`src/rtl/spi_pkg.sv`:
```
// spi_pkg: shared constants for the SPI-to-RAM access port.
//   - FSM state encodings (IDLE, WRITE, READ, DONE, READ_DATA)
//   - frame op codes carried in rx_data[9:8]
//   - FRAME_BITS: serial frame length (rw bit + 10 payload bits)
package spi_pkg;

    localparam int unsigned FRAME_BITS = 11;

    localparam logic [2:0] IDLE      = 3'd0;
    localparam logic [2:0] WRITE     = 3'd1;
    localparam logic [2:0] READ      = 3'd2;
    localparam logic [2:0] DONE      = 3'd3;
    localparam logic [2:0] READ_DATA = 3'd4;

    localparam logic [1:0] OP_WR_ADDR = 2'b00;
    localparam logic [1:0] OP_WR_DATA = 2'b01;
    localparam logic [1:0] OP_RD_ADDR = 2'b10;
    localparam logic [1:0] OP_RD_DATA = 2'b11;

endpackage

```
`src/rtl/spi_ram.sv`:
```
// spi_ram: 256x8 single-port RAM with write/read address registers and op decode.
// Acts on each rx_valid_i pulse according to rx_data_i[9:8]:
//   00 latch write address, 01 write byte, 10 latch read address, 11 read byte.
// Ports:
//   clk_i, rst_ni       clock, asynchronous active-low reset
//   rx_valid_i          one-cycle strobe: rx_data_i holds a complete frame payload
//   rx_data_i[9:0]      op (9:8) and address/data byte (7:0)
//   tx_data_o[7:0]      registered read byte
//   tx_valid_o          one-cycle strobe: tx_data_o was just loaded
// Build option: SPI_READ_ORDER_EN -- when defined, a read-data op is ignored unless a
// read-address op has completed since reset or since the previous read-data op.
module spi_ram
    import spi_pkg::*;
#(
    parameter int unsigned MEM_DEPTH = 256,
    parameter int unsigned ADDR_SIZE = 8
) (
    input  logic       clk_i,
    input  logic       rst_ni,
    input  logic       rx_valid_i,
    input  logic [9:0] rx_data_i,
    output logic [7:0] tx_data_o,
    output logic       tx_valid_o
);

    logic [7:0]           mem [0:MEM_DEPTH-1];
    logic [ADDR_SIZE-1:0] wr_addr_q;
    logic [ADDR_SIZE-1:0] rd_addr_q;
    logic [1:0]           op;
    logic                 rd_ok;

    assign op = rx_data_i[9:8];

`ifdef SPI_READ_ORDER_EN
    logic rd_armed_q;

    always_ff @(posedge clk_i or negedge rst_ni) begin
        if (!rst_ni) begin
            rd_armed_q <= 1'b0;
        end else if (rx_valid_i) begin
            if (op == OP_RD_ADDR) begin
                rd_armed_q <= 1'b1;
            end else if (op == OP_RD_DATA) begin
                rd_armed_q <= 1'b0;
            end
        end
    end

    assign rd_ok = rd_armed_q;
`else
    assign rd_ok = 1'b1;
`endif

    // Memory contents survive reset.
    always_ff @(posedge clk_i) begin
        if (rx_valid_i && op == OP_WR_DATA) begin
            mem[wr_addr_q] <= rx_data_i[7:0];
        end
    end

    always_ff @(posedge clk_i or negedge rst_ni) begin
        if (!rst_ni) begin
            wr_addr_q  <= '0;
            rd_addr_q  <= '0;
            tx_data_o  <= 8'h00;
            tx_valid_o <= 1'b0;
        end else begin
            tx_valid_o <= 1'b0;
            if (rx_valid_i) begin
                if (op == OP_WR_ADDR) begin
                    wr_addr_q <= rx_data_i[ADDR_SIZE-1:0];
                end
                if (op == OP_RD_ADDR) begin
                    rd_addr_q <= rx_data_i[ADDR_SIZE-1:0];
                end
                if (op == OP_RD_DATA && rd_ok) begin
                    tx_data_o  <= mem[rd_addr_q];
                    tx_valid_o <= 1'b1;
                end
            end
        end
    end

endmodule

```
`src/rtl/spi.sv`:
```
// spi: SPI slave (mode-0 style, sampled on clk) fronting a 256x8 RAM.
// An 11-bit frame (rw, then rx_data[9:0] MSB first) is clocked in while SS_n is low.
// Read-data frames return the addressed byte on MISO, MSB first.
// Ports:
//   clk     system clock, rising edge
//   rst_n   asynchronous active-low reset
//   MOSI    serial data in
//   SS_n    active-low slave select; high aborts any frame in progress
//   MISO    serial read data out; 0 whenever not shifting a read byte
// Build option: SPI_READ_ORDER_EN (implemented in spi_ram) gates read-data frames
// on a preceding read-address frame.
module spi
    import spi_pkg::*;
#(
    parameter int unsigned MEM_DEPTH = 256,
    parameter int unsigned ADDR_SIZE = 8
) (
    input  logic clk,
    input  logic rst_n,
    input  logic MOSI,
    input  logic SS_n,
    output logic MISO
);

    logic [2:0] state_q, state_d;
    logic [3:0] cnt_q;
    logic       rw_q;
    logic [9:0] shift_q;
    logic       pending_q;
    logic [9:0] rx_data;
    logic       rx_valid;
    logic [7:0] tx_data;
    logic       tx_valid;

    always_comb begin
        state_d = state_q;
        if (SS_n) begin
            state_d = IDLE;
        end else begin
            case (state_q)
                IDLE:        state_d = MOSI ? READ : WRITE;
                WRITE, READ: if (cnt_q == 4'd9) state_d = DONE;
                DONE:        if (rw_q && shift_q[9:8] == OP_RD_DATA) state_d = READ_DATA;
                READ_DATA:   state_d = READ_DATA;
                default:     state_d = IDLE;
            endcase
        end
    end

    always_ff @(posedge clk or negedge rst_n) begin
        if (!rst_n) begin
            state_q   <= IDLE;
            cnt_q     <= 4'd0;
            rw_q      <= 1'b0;
            shift_q   <= 10'd0;
            pending_q <= 1'b0;
            rx_data   <= 10'd0;
            rx_valid  <= 1'b0;
            MISO      <= 1'b0;
        end else begin
            state_q <= state_d;
            // The completed frame is released one cycle after its last bit, independent
            // of SS_n, so a master may deselect right after the final bit.
            pending_q <= 1'b0;
            rx_valid  <= pending_q && (shift_q[9] == rw_q);
            if (pending_q) begin
                rx_data <= shift_q;
            end

            if (SS_n) begin
                cnt_q <= 4'd0;
                MISO  <= 1'b0;
            end else begin
                case (state_q)
                    IDLE: begin
                        rw_q  <= MOSI;
                        cnt_q <= 4'd0;
                        MISO  <= 1'b0;
                    end
                    WRITE, READ: begin
                        shift_q <= {shift_q[8:0], MOSI};
                        MISO    <= 1'b0;
                        if (cnt_q == 4'd9) begin
                            cnt_q     <= 4'd0;
                            pending_q <= 1'b1;
                        end else begin
                            cnt_q <= cnt_q + 4'd1;
                        end
                    end
                    READ_DATA: begin
                        // cnt_q counts bits already driven; 8 means the byte is finished.
                        if (tx_valid) begin
                            MISO  <= tx_data[7];
                            cnt_q <= 4'd1;
                        end else if (cnt_q != 4'd0 && cnt_q < 4'd8) begin
                            MISO  <= tx_data[3'd7 - cnt_q[2:0]];
                            cnt_q <= cnt_q + 4'd1;
                        end else begin
                            MISO <= 1'b0;
                        end
                    end
                    default: begin
                        cnt_q <= 4'd0;
                        MISO  <= 1'b0;
                    end
                endcase
            end
        end
    end

    spi_ram #(
        .MEM_DEPTH(MEM_DEPTH),
        .ADDR_SIZE(ADDR_SIZE)
    ) r1 (
        .clk_i      (clk),
        .rst_ni     (rst_n),
        .rx_valid_i (rx_valid),
        .rx_data_i  (rx_data),
        .tx_data_o  (tx_data),
        .tx_valid_o (tx_valid)
    );

endmodule

```
`config.mk`:
```
export PLATFORM = sky130hd
export DESIGN_NAME = spi
export DESIGN_NICKNAME = d
export VERILOG_FILES = /design/src/rtl/spi_pkg.sv /design/src/rtl/spi_ram.sv /design/src/rtl/spi.sv
export SDC_FILE = /design/constraint.sdc
export NUM_CORES = 2
export LEC_CHECK = 0
export ABC_CLOCK_PERIOD_IN_PS = 5350
export CAP_MARGIN = 20
export CORE_MARGIN = 2
export CORE_UTILIZATION = 55
export DETAILED_ROUTE_END_ITERATION = 6
export PLACE_DENSITY = 0.8
export SLEW_MARGIN = 20
export SYNTH_ARGS = -nofsm -noshare
export SYNTH_HDL_FRONTEND = slang
export SYNTH_SLANG_ARGS = --single-unit
```
`constraint.sdc`:
```
create_clock -name clk -period 5.35 [get_ports clk]
set_clock_uncertainty 0.05 [all_clocks]
set_input_delay 0.8025 -clock clk [delete_from_list [all_inputs] [get_ports clk]]
set_output_delay 0.8025 -clock clk [all_outputs]
set_load 0.05 [all_outputs]
```
; ---- Yosys cells after proc, flatten, opt, wreduce, memory -nomap -nowiden
; Memories as Yosys holds them, arrays and structs flattened. A register that Yosys moved wholly into a read port is not among the register bits.
; Cells that the tools add are included.
[op_classes]
n_eq_ne = 13
muxes = 23
order_cmp = 2
n_addsub = 2
reduce_logical = 15
bitwise_logic = 1
[ops]
columns = op, count
row1 = $mux 4, 4
row2 = $mux 1, 12
row3 = $pmux 3 s4, 1
row4 = $reduce_and 2->1, 6
row5 = $mux 3, 3
row6 = $pmux 4 s2, 1
row7 = $eq 2x2->1 const B, 3
row8 = $eq 3x2->1 const B, 2
row9 = $ne 3x3->1 const B, 2
row10 = $add 4x1->4 const B, 1
row11 = $eq 4x4->1 const B, 1
row12 = $logic_and 1x1->1, 4
row13 = $lt 3x4->1 const B, 1
row14 = $lt 4x4->1 const B, 1
row15 = $ne 4x3->1 const B, 1
row16 = $reduce_bool 4->1, 1
row17 = $bmux 1 s3, 1
row18 = $eq 3x1->1 const B, 1
row19 = $eq 3x3->1 const B, 1
row20 = $logic_not 3->1, 1
row21 = $sub 3x3->3 const A, 1
row22 = $eq 2x1->1 const B, 1
row23 = $logic_not 2->1, 1
row24 = $mux 2, 1
row25 = 4 further kinds, 4
[totals]
register_bits = 48
wordCells = 68
ram_bits = 2048
n_memories = 1
[memory_table]
columns = memory, words, width, rd, rd_clocked_by_memory_dff, write_ports, line_no
row1 = r1.mem, 256, 8, 1, 1, 1, spi_ram.sv:26  ; logic [7:0] mem [0:MEM_DEPTH-1];

; ---- Depth between registers and ports, before layout
[depth]
depth_word = 7
ltp_mapped = 13
ltp_nobuf = 8

; ---- Hierarchy
; From an unflattened synthesis, not the netlist that was laid out.
[unflattened]
cells_unflattened = 4095
hier_area_um2 = 83239.8
[modules_own_cells]
columns = module, seq_area_each_um2, area_per_inst_um2, n_inst, cells_each
row1 = spi_ram, 62124.6, 81780.9, 1, 3982
row2 = spi, 775.7, 1458.9, 1, 113

; ---- Least setup slack after synthesis
; OpenSTA, ideal clock, no wires.
[synth_timing]
path_type = reg2reg
from = register rx_data[0]
to = memory r1.mem[0][0], data pin
slack_ps = 1289
required_time_ps = 4492
arrival_time_ps = 3203
synth_period_minus_slack_ps = 4061
setup_time_ps = 808
stages_incl_launch_ff = 1
cell_sequence = dfrtp_1
[synth_lines]
columns = item, line_no
row1 = start: declaration, spi.sv:30  ; logic [9:0] rx_data;
row2 = start signal: assignment, spi.sv:67  ; rx_data <= shift_q;
row3 = end: declaration, spi_ram.sv:26
; No word-level cell before the write port.

==> results.md <==
* Largest area contributor in the netlist: edfxtp_1
* Total track usage at 27.5%
* Layout cell share with drive strength beyond 1 at 19.3%
* Initial core utilization at 55.5%
* Top Family by Delay on Critical Path: simple AND/OR/NAND/NOR gates
* CP bufs+invs at 1
* Worst path required time at 6.06 ns
* Delay of the slowest cell on the worst path at 1.00 ns
* Max-slew headroom at 18.0%
* Clock-pin slew on the worst setup and hold paths at about 0.06 ns
* Resize count post-CTS at 0
* Average routed wire per standard cell at 33.3 um
* Crit path max fanout at 37
* Max H-tree Level at 4
* Clock sink count at around 2,100
* Area added between synthesis and finish at 10.3%
* Cells along the critical path: nand2_2 -> buf_12 -> o221ai_1 -> o22ai_1 -> o21ai_0 -> a31oi_1 -> nor4_1 -> a221o_1
* Fin cells at 6,299
* Synth warn at 0
* Post-Route WL at around 210,000 um
* Startpoint Class: flip-flop
* Worst-Margin Slew at 1.22 ns
* Post-synth EDFFs at approximately 2,000
* Synth unique cells at 66
* RSZ-0062 raised after global routing: no
* Via count at 43,725
* Dpl cells at 5,934
* #FFs+latches synth at 2,104
* Violated checks: DRC
* Setup Viol. Count Final at 0
* Final Critical Period at 4.50 ns
* Vias in the first global route at 42,421
* Most frequent cells after synthesis: edfxtp_1, mux4_2, nor2_1
* Syn_area_per_cell at 19.9 um2
* Vias per cell at 6.94
* DRC violations left at 1
* Synthesized cell area at 0.0822 mm2
* Area contributors post-synth: edfxtp_1, mux4_2, mux2i_1
* Register area share after synthesis at 76.5%
* Clk_lat worst skew at 0.83 ns
* Crit path DAT at around 5.2 ns
* Largest net degree at the start of global routing at 207
* Routability cong. at 0.904
* DIE HEIGHT at 391 um
* Worst min path class: input pin to async pin
* Slew Viols, Final at 0
* Fillers at 9,554
* Final ANT Viol Nets at 0
* Number of max-cap violations at 0
* Die width at about 390 um
* Lkg Pwr at 25.9 nW
* Total grt overflow at 0
* Yosys top cell area share at 74.8%
* CP Capture Type: flip-flop
* Wire length of the first global-routing pass at 301,000 um
* Port Buffers at 4
* Area of the multi-input gates at 0.0178 mm2
* Most numerous cell in the Yosys netlist: edfxtp_1
* IO Pins at 5
* P per Cell Area at 350 mW/mm2
* Final Hold Fails at 0
* Net count, final at between 4,000 and 5,000
* Main flop type after synthesis: edfxtp_1
* Initial antenna violation count at 2
* FF+latch area at 0.0629 mm2
* Slowest CP cell: nor4_1
* Mapped Cells at 4,138
* Core ar. at 0.148 mm2
* TNS Setup at 0 ns
* Peak VDD IR at 0.318 mV
* Outcome: finished with violations
* Detail Placement HPWL at ~120,000 um
* CTS tree: built
* Row cnt at ~140
* Cts bufs inserted at just under 200
* Worst setup path class: flip-flop to flip-flop
* Tcrit/Tclk final at 84.0%
* CTS Hold Buffers Added at 0
* Max clock buf depth at 3
* Fmax at 222 MHz
* Iteration-0 DRC Markers at 7,455
* Postcts setup bufs at 0
* Ys async rst share at 2.66%
* Syn_nets at 4,145
* Root Buffer Master: clkbuf_16
* Length of the first detailed-routing pass in iterations at 7
* Die area at 0.153 mm2
## path summary, 6_finish.rpt
path | from | endpoint | slack (ns) | cells after the start
max | r1.rd_addr_q[1] | r1.tx_data_o[3] | 0.85 | 8
min | rst_n | cnt_q[2] | 0.11 | 2
max reg2reg | r1.rd_addr_q[1] | r1.tx_data_o[3] | 0.85 | 8
min reg2reg | shift_q[5] | shift_q[5] | 0.48 | 1
max in group asynchronous | rst_n | r1.rd_addr_q[4] | 4.38 | 2
min in group clk | shift_q[5] | shift_q[5] | 0.48 | 1
## logic make-up (layout without fill, tap and decap cells)
| kind of cell | after synthesis | after routing | synth area share (%) |
|---|---|---|---|
| buffers and inverters | 259 | 489 | 1.93 |
| muxes | 736 | 736 | 14.7 |
| xor gates and xnor gates | 4 | 4 | 0.0426 |
| other | 0 | 1 | 0 |
| AOI/OAI and AO/OA | 423 | 423 | 3.57 |
| adders and majority gates | 3 | 3 | 0.0457 |
| and+or+nand+nor | 609 | 609 | 3.18 |
| DFF | 2104 | 2104 | 76.5 |
## per-stage QoR
| stage | hold WS (ns) | util (%) | cell area [um2] | power, mW | worst slack [ns] |
|---|---|---|---|---|---|
| 4_1_cts | 0.122 | 61.2 | 90600 | 31.8 | 1.04 |
| 3_3_place_gp | 0.447 | 57.0 | 84300 | 18.4 | 1.06 |
| 5_1_grt | 0.146 | 61.2 | 90700 | 32.4 | 0.883 |
| 3_5_place_dp | 0.457 | 57.0 | 84300 | 18.4 | 1.09 |
| 6_report | 0.112 | 61.3 | 90700 | 31.7 | 0.854 |
| 2_1_floorplan | 0.404 | - | 82200 | 18.3 | 1.29 |
## metal layers
layer	global-route usage [%]	vias up	share of wire (%)
li1	-	17140	-
met1	38.1	22320	35
met2	41.5	3662	46
met3	7.09	601	13
met4	12.4	2	5.3
met5	0	-	0.0052
## cell usage in the layout, fill, tap and decap left out, types with 55 or more instances in the layout
cell type,synthesis,routed
edfxtp_1,2048,2048
mux4_2,372,372
nor2_1,333,331
mux2i_1,322,322
clkbuf_16,0,202
nand2_1,117,116
o22ai_1,116,116
buf_4,20,89
clkbuf_1,105,56
a21oi_1,55,55
## cell type report
type / count / area share [%]
Multi-Input combinational cell: 1775 / 19.6
Inverter: 8 / 0.0359
Antenna cell: 1 / 0.00276
Tap cell: 1930 / 2.66
Sequential cell: 2104 / 69.4
Clock inverter: 93 / 0.954
Timing Repair Buffer: 119 / 1.33
Clock buffer: 269 / 5.97
## flip-flops by register name (all words and copies together) (netlist names), 3 cells and up
register,cells
r1.mem,2048
rx_data,10
shift_q,10
r1.rd_addr_q,8
r1.tx_data_o,8
r1.wr_addr_q,8
cnt_q,4
state_q,3
## where the power goes
part	switching, mW	total [mW]	internal [mW]
registers	0.0453	17.9	17.9
clock network	6.02	13.7	7.71
logic	0.0583	0.108	0.0498
total	6.12	31.7	25.6
Power figures use the tool's default switching activity.
